--- src/rtl/ps2_voice_allocator.sv ---
// Parses PS/2 make/break/extended scan-code sequences, maps 13 keys to notes,
// and allocates notes to NUM_VOICES voices (lowest free voice, else steal the oldest).
module ps2_voice_allocator #(
    parameter int NUM_VOICES = 4
) (
    input  logic                      clk,
    input  logic                      reset,
    input  logic [7:0]                scan_code,
    input  logic                      scan_valid,
    output logic [4*NUM_VOICES-1:0]   voice_note,
    output logic [NUM_VOICES-1:0]     voice_gate,
    output logic [NUM_VOICES-1:0]     voice_trig,
    output logic                      voice_stolen
);

    localparam int RW = $clog2(NUM_VOICES);

    localparam logic [7:0] CODE_BREAK = 8'hF0;
    localparam logic [7:0] CODE_EXT   = 8'hE0;

    typedef enum logic [1:0] {
        IDLE,
        BREAK,
        EXT,
        EXT_BREAK
    } state_t;

    state_t         state;
    logic [3:0]     note_r [NUM_VOICES];
    logic [RW-1:0]  rank_r [NUM_VOICES];

    logic [4:0]     key;
    logic           mapped;
    logic [3:0]     key_note;
    logic           make_evt;
    logic           break_evt;
    logic           hit;
    logic [RW-1:0]  hit_idx;
    logic           free;
    logic [RW-1:0]  free_idx;
    logic [RW-1:0]  old_idx;
    logic [RW-1:0]  alloc_idx;

    // Returns {mapped, note}; F0/E0 are never mapped.
    function automatic logic [4:0] key_map(input logic [7:0] code);
        case (code)
            8'h1A:   key_map = {1'b1, 4'd0};
            8'h1B:   key_map = {1'b1, 4'd1};
            8'h22:   key_map = {1'b1, 4'd2};
            8'h23:   key_map = {1'b1, 4'd3};
            8'h21:   key_map = {1'b1, 4'd4};
            8'h2A:   key_map = {1'b1, 4'd5};
            8'h34:   key_map = {1'b1, 4'd6};
            8'h32:   key_map = {1'b1, 4'd7};
            8'h33:   key_map = {1'b1, 4'd8};
            8'h31:   key_map = {1'b1, 4'd9};
            8'h3B:   key_map = {1'b1, 4'd10};
            8'h3A:   key_map = {1'b1, 4'd11};
            8'h41:   key_map = {1'b1, 4'd12};
            default: key_map = 5'd0;
        endcase
    endfunction

    always_comb begin
        key       = key_map(scan_code);
        mapped    = key[4];
        key_note  = key[3:0];
        make_evt  = scan_valid && (state == IDLE)  && mapped;
        break_evt = scan_valid && (state == BREAK) && mapped;

        hit      = 1'b0;
        hit_idx  = '0;
        free     = 1'b0;
        free_idx = '0;
        old_idx  = '0;
        // Descending scan so the lowest matching index is the one kept.
        for (int i = NUM_VOICES - 1; i >= 0; i--) begin
            if (voice_gate[i] && (note_r[i] == key_note)) begin
                hit     = 1'b1;
                hit_idx = RW'(i);
            end
            if (!voice_gate[i]) begin
                free     = 1'b1;
                free_idx = RW'(i);
            end
            if (rank_r[i] == RW'(NUM_VOICES - 1)) begin
                old_idx = RW'(i);
            end
        end
        alloc_idx = free ? free_idx : old_idx;
    end

    for (genvar g = 0; g < NUM_VOICES; g++) begin : g_note
        assign voice_note[4*g +: 4] = note_r[g];
    end

    always_ff @(posedge clk) begin
        if (reset) begin
            state        <= IDLE;
            voice_gate   <= '0;
            voice_trig   <= '0;
            voice_stolen <= 1'b0;
            for (int i = 0; i < NUM_VOICES; i++) begin
                note_r[i] <= 4'd0;
                rank_r[i] <= RW'(i);
            end
        end else begin
            voice_trig   <= '0;
            voice_stolen <= 1'b0;

            if (scan_valid) begin
                case (state)
                    IDLE: begin
                        if (scan_code == CODE_BREAK)     state <= BREAK;
                        else if (scan_code == CODE_EXT)  state <= EXT;
                    end
                    BREAK: begin
                        if (scan_code == CODE_BREAK)     state <= BREAK;
                        else if (scan_code == CODE_EXT)  state <= EXT;
                        else                             state <= IDLE;
                    end
                    EXT: begin
                        if (scan_code == CODE_BREAK)     state <= EXT_BREAK;
                        else                             state <= IDLE;
                    end
                    default:                             state <= IDLE;
                endcase
            end

            // A repeat of an already-sounding note is typematic and changes nothing.
            if (make_evt && !hit) begin
                note_r[alloc_idx]     <= key_note;
                voice_gate[alloc_idx] <= 1'b1;
                voice_trig[alloc_idx] <= 1'b1;
                voice_stolen          <= !free;
                for (int i = 0; i < NUM_VOICES; i++) begin
                    if (RW'(i) == alloc_idx)
                        rank_r[i] <= '0;
                    else if (rank_r[i] < rank_r[alloc_idx])
                        rank_r[i] <= rank_r[i] + 1'b1;
                end
            end

            // Note is kept on release so the tone generator's tail keeps its pitch.
            if (break_evt && hit) begin
                voice_gate[hit_idx] <= 1'b0;
            end
        end
    end

endmodule

--- config.mk ---
export PLATFORM = sky130hd
export DESIGN_NAME = ps2_voice_allocator
export DESIGN_NICKNAME = d
export VERILOG_FILES = /design/src/rtl/ps2_voice_allocator.sv
export SDC_FILE = /design/constraint.sdc
export NUM_CORES = 1
export LEC_CHECK = 0
export CAP_MARGIN = 20
export CORE_MARGIN = 5
export CORE_UTILIZATION = 51
export CTS_BUF_LIST = sky130_fd_sc_hd__clkbuf_8
export CTS_CLUSTER_SIZE = 24
export DETAILED_ROUTE_END_ITERATION = 12
export GPL_TIMING_DRIVEN = 1
export PLACE_DENSITY = 0.79
export REMOVE_ABC_BUFFERS = 1
export SYNTH_ARGS = -nofsm -noshare
export SYNTH_HDL_FRONTEND = slang
export SYNTH_SLANG_ARGS = --single-unit
--- constraint.sdc ---
create_clock -name clk -period 3.4 [get_ports clk]
set_clock_uncertainty 0.05 [all_clocks]
set_input_delay 0.68 -clock clk [delete_from_list [all_inputs] [get_ports clk]]
set_output_delay 0.68 -clock clk [all_outputs]
set_load 0.02 [all_outputs]
* Yosys cells after proc, flatten, opt, wreduce, memory -nomap -nowiden
Memory sizes are Yosys's and may differ from the RTL's.
Cells that the tools add are included.
** Storage, ports and cells
- Register bits :: 11
- Memory bits (writable) :: 24
- Input bits :: 11
- Output and inout port bits :: 25
- Logic and storage cells :: 165
- Memories kept :: 2
** Cells by class
- Add/subtract/negate cells :: 4
- $lt $le $gt $ge :: 8
- Equality and inequality tests :: 29
- Mux-type cells :: 87
- Bitwise logic cells :: 12
- Reduce and logical (&&, ||, !) cells :: 19
** Memories
- note_r :: words 4, width 4, read ports 4, clocked after Yosys merged registers in 0, write ports 4, RTL line 29 : logic [3:0] note_r [NUM_VOICES];
- rank_r :: words 4, width 2, read ports 5, clocked after Yosys merged registers in 0, write ports 4, RTL line 30 : logic [RW-1:0] rank_r [NUM_VOICES];
** Operators by type and width (count)
- equality test 8 x 6 -> 1 bit, second input constant :: 10
- one-hot mux 5 bit (13 select lines) :: 1
- 2-to-1 mux 2 bit :: 27
- 2-to-1 mux 1 bit :: 52
- equality test 4 bit :: 4
- equality test 8 x 5 -> 1 bit, second input constant :: 2
- equality test 8 bit, second input constant :: 2
- 2-to-1 mux 4 bit :: 4
- logical AND 1 bit :: 12
- equality test 2 bit, second input constant :: 5
- adder 2 x 1 -> 2 bit, second input constant :: 4
- equality test 8 x 7 -> 1 bit, second input constant :: 1
- < comparator 2 bit :: 4
- bitwise OR 1 bit :: 8
- < comparator 2 x 3 -> 1 bit, second input constant :: 2
- one-hot mux 2 bit (3 select lines) :: 1
- bitwise AND 4 bit :: 1
- demux 1 bit (select 2 bit) :: 2
- equality test 2 bit, first input constant :: 2
- greater-or-equal comparator 2 x 1 -> 1 bit, second input constant :: 2
- logical NOT 2 bit :: 2
- NOT 4 bit :: 1
- bitwise OR 4 bit :: 1
- OR reduction 4 bit :: 1
- other kinds (7) :: 8

* Logic depth before layout (Yosys ltp)
- Depth in word-level cells :: 15
- Depth in mapped cells :: 14
- Gate-level depth less buffers :: 13

* Least setup slack after synthesis
OpenSTA, ideal clock, no wires.
- Path kind :: in2reg
- Start :: input port scan_code[0]
- End :: memory note_r[0][0], enable pin
- Library setup time :: 0.338 ns
- Arrival :: 2.880 ns
- Data required time :: 3.012 ns
- Slack :: 0.133 ns
- Stages :: 9
- Path buffers :: 2
- Cell sequence :: buf_2 or3b_2 o32ai_2 o22ai_2 o2111a_2 a211oi_2 nand2_4 buf_6 o21bai_1
** RTL lines
- start, declared :: RTL line 8 : input logic [7:0] scan_code,
- end, declared :: RTL line 29

==> flow_metrics.tcl <==
set metrics [dict create \
    vdd_ir_drop_max_mv 0.251 \
    whs_ns 0.506 \
    hold_end "voice_stolen$_SDFF_PP0_" \
    detail_route.iter0.violations 128 \
    cp_common_cell "a2111oi_4" \
    ys_warn_count 0 \
    track_usage_pct 22.1 \
    worst_pin_slew_ns 0.433 \
    p_leak_nw 1.25 \
    syn-cell-area_um2 2480 \
    synth_area_leaders "edfxtp_1 29%, dfxtp_1 8.9%, nor2_1 4.2%" \
    reg2reg_setup_slack_ns 0.23 \
    cpPeakStageDelay_ns 0.53 \
    dieHeight_um 79.7 \
    synth_top_area_share_pct 29.1 \
    htree_levels 2 \
    grt_pass1_vias 2241 \
    cap_viol_max_count 0 \
    preCtsSetupSlack_ns -0.320 \
    first_pass_iters 4 \
    required_ns 3.35 \
    critPathTopFamily "compound AO/OA/AOI/OAI gates" \
    yosysSeqAreaShare_pct 38.0 \
    reg2regPathDepth 11 \
    grt_pass1_wl_um 10900 \
    r2r-start "rank_r[0][0]$_SDFFCE_PN0P_" \
    io_pins 36 \
    initial_utilization_pct 52.4 \
    place.gp.congestion 0.888 \
    die-area_um2 6350 \
    antenna_cells 0 \
    max-clock-path-buffers 2 \
    crit_type "in -> reg" \
    hold_depth 2 \
    cts.sinks 35 \
    antenna_found_initial 0 \
    cts_buffers 5 \
    portBuffers 35 \
    min_from "voice_gate[2]$_SDFF_PP0_" \
    max_freq_mhz 307 \
    yosysMostFrequentCell "nor2_1" \
    critPathLaunchType "primary input" \
    async_reset_ff_share_pct 0 \
    overflow 0 \
    drtAntennaViolNets 0 \
    fin_util_pct 69.8 \
    dp_cells 383 \
    drv_slew 0 \
    cp_slowest_cell "clkdlybuf4s50_1" \
    syn_to_final_growth_pct 33.1 \
    cp_cell_sequence "clkdlybuf4s50_1, inv_1, nor4_1, a32o_2, xor2_1, a2111oi_4, a2111oi_4, buf_4, o21ai_0, nand2b_1" \
    arrival_ns 3.21 \
    routed_wl_um 6560 \
    holdBufCountCts 0 \
    die_w_um 79.7 \
    synth_cells 255 \
    finalSetupTns_ns 0 \
    hpwlAfterDp_um 5110 \
    synth-seq-cells 35 \
    vias 2303 \
    via_per_inst 5.89 \
    fin_ws_ns 0.138 \
    drc 0 \
    fp-row-count 25 \
    drive_gt1_share_pct 25.3 \
    yosys.area.top_type "edfxtp_1" \
    grt_max_degree 16 \
    synth_edf_count 24 \
    hold_path_class "reg -> reg" \
    period_share_pct 96.0 \
    wire_per_inst_um 16.8 \
    outcome "complete, no violations" \
    hold_viol 0 \
    design_area_um2 3300 \
    cp-end-kind "register" \
    ys.flop_type "edfxtp_1" \
    slew_headroom_pct 71.1 \
    synthTopCellsByCount "28 x nor2_1, 24 x edfxtp_1, 20 x nand2_1" \
    path_clk_slew_ns 0.07 \
    fin_cells 391 \
    finalSetupViolations 0 \
    place_area_um2 3100 \
    period_needed_ns 3.26 \
    cts_root_buffer "clkbuf_8" \
    clock_latency_ns 0.29 \
    cts_tree "built" \
    ys_types 67 \
    path_buf_inv 3 \
    synth.avg_cell_area_um2 9.71 \
    core-area_um2 4720 \
    fin_nets 342 \
    cp_max_fo 6 \
    p_per_area_nw_per_um2 307 \
    finalPower_mw 1.01 \
    timing.rr.end "rank_r[0][0]$_SDFFCE_PN0P_" \
]
==> layout make-up <==
cell class	count	area, µm²
tap	67	83.8
inverter	10	37.5
timing repair buffer	73	641
sequential	35	941
fill	369	1430
clock inverter	2	35.0
multi-input combinational	198	1480
clock buffer	6	82.6
==> power breakdown <==
group | total, mW | leakage, nW | switching [mW] | internal, mW
logic | 0.155 | 0.863 | 0.0804 | 0.0749
clock network | 0.383 | 0.0612 | 0.146 | 0.237
registers | 0.473 | 0.323 | 0.00985 | 0.463
total | 1.01 | 1.25 | 0.237 | 0.775
==> per-layer routing <==
metal	vias to the layer above	global-route usage, %	wire, µm
met5	-	0	0
met3	16	4.06	384
li1	1101	-	-
met4	0	8.59	152
met1	1099	25.2	2530
met2	87	40.4	3490
==> how the worst max path moves through the flow <==
stage	end	depth (start not counted)	startpoint
final	rank_r[3][1]$_DFFE_PP_	10	scan_code[1]
after global routing	voice_gate[3]$_SDFF_PP0_	12	scan_code[1]
after CTS	note_r[0][3]$_SDFFCE_PN0P_	10	scan_code[3]
after detailed placement	note_r[0][0]$_SDFFCE_PN0P_	9	scan_code[3]
after global placement	note_r[2][2]$_SDFFCE_PN0P_	9	scan_code[5]
after floorplan	note_r[0][0]$_SDFFCE_PN0P_	8	scan_code[6]
==> state kept, by name, indices dropped and copies added, names as in the netlist <==
register,flops
rank_r,8
voice_gate,4
note_r,16
voice_trig,4
state,2
voice_stolen,1
==> repair_timing <==
action | CTS | global route
gates resized for setup | 2 | 15
pin swaps | 0 | 1
setup endpoints to repair | 9 | 46
setup buffers | 0 | 0
==> layout by cell type, fill, tap and decap left out, drive strengths merged, types with 4 or more instances in the layout <==
master          n
ha              8
inv            10
and3            6
nor3           18
dfxtp          11
a21oi           9
nand4b          4
nor4            8
buf            38
clkbuf          6
xnor2           4
a21o            9
o21ai          10
nand3           6
and2            5
edfxtp         24
nand2          21
nor2           28
clkdlybuf4s50  33
==> cell families after synthesis <==
group	Yosys count	synth area share [%]
simple gates	118	26.8
compound gates	62	21.5
flops	35	38.0
buf+inv	22	5.20
fa+ha+maj	8	4.04
xor+xnor	7	3.23
mux	3	1.26
==> worst min-delay path: cells and delay by family, from the launching register on <==
kind / cells / cell delay, ns
and+or+nand+nor: 2 / 0.14
DFF: 1 / 0.38
No activity file was read; power rests on OpenSTA's default activity.
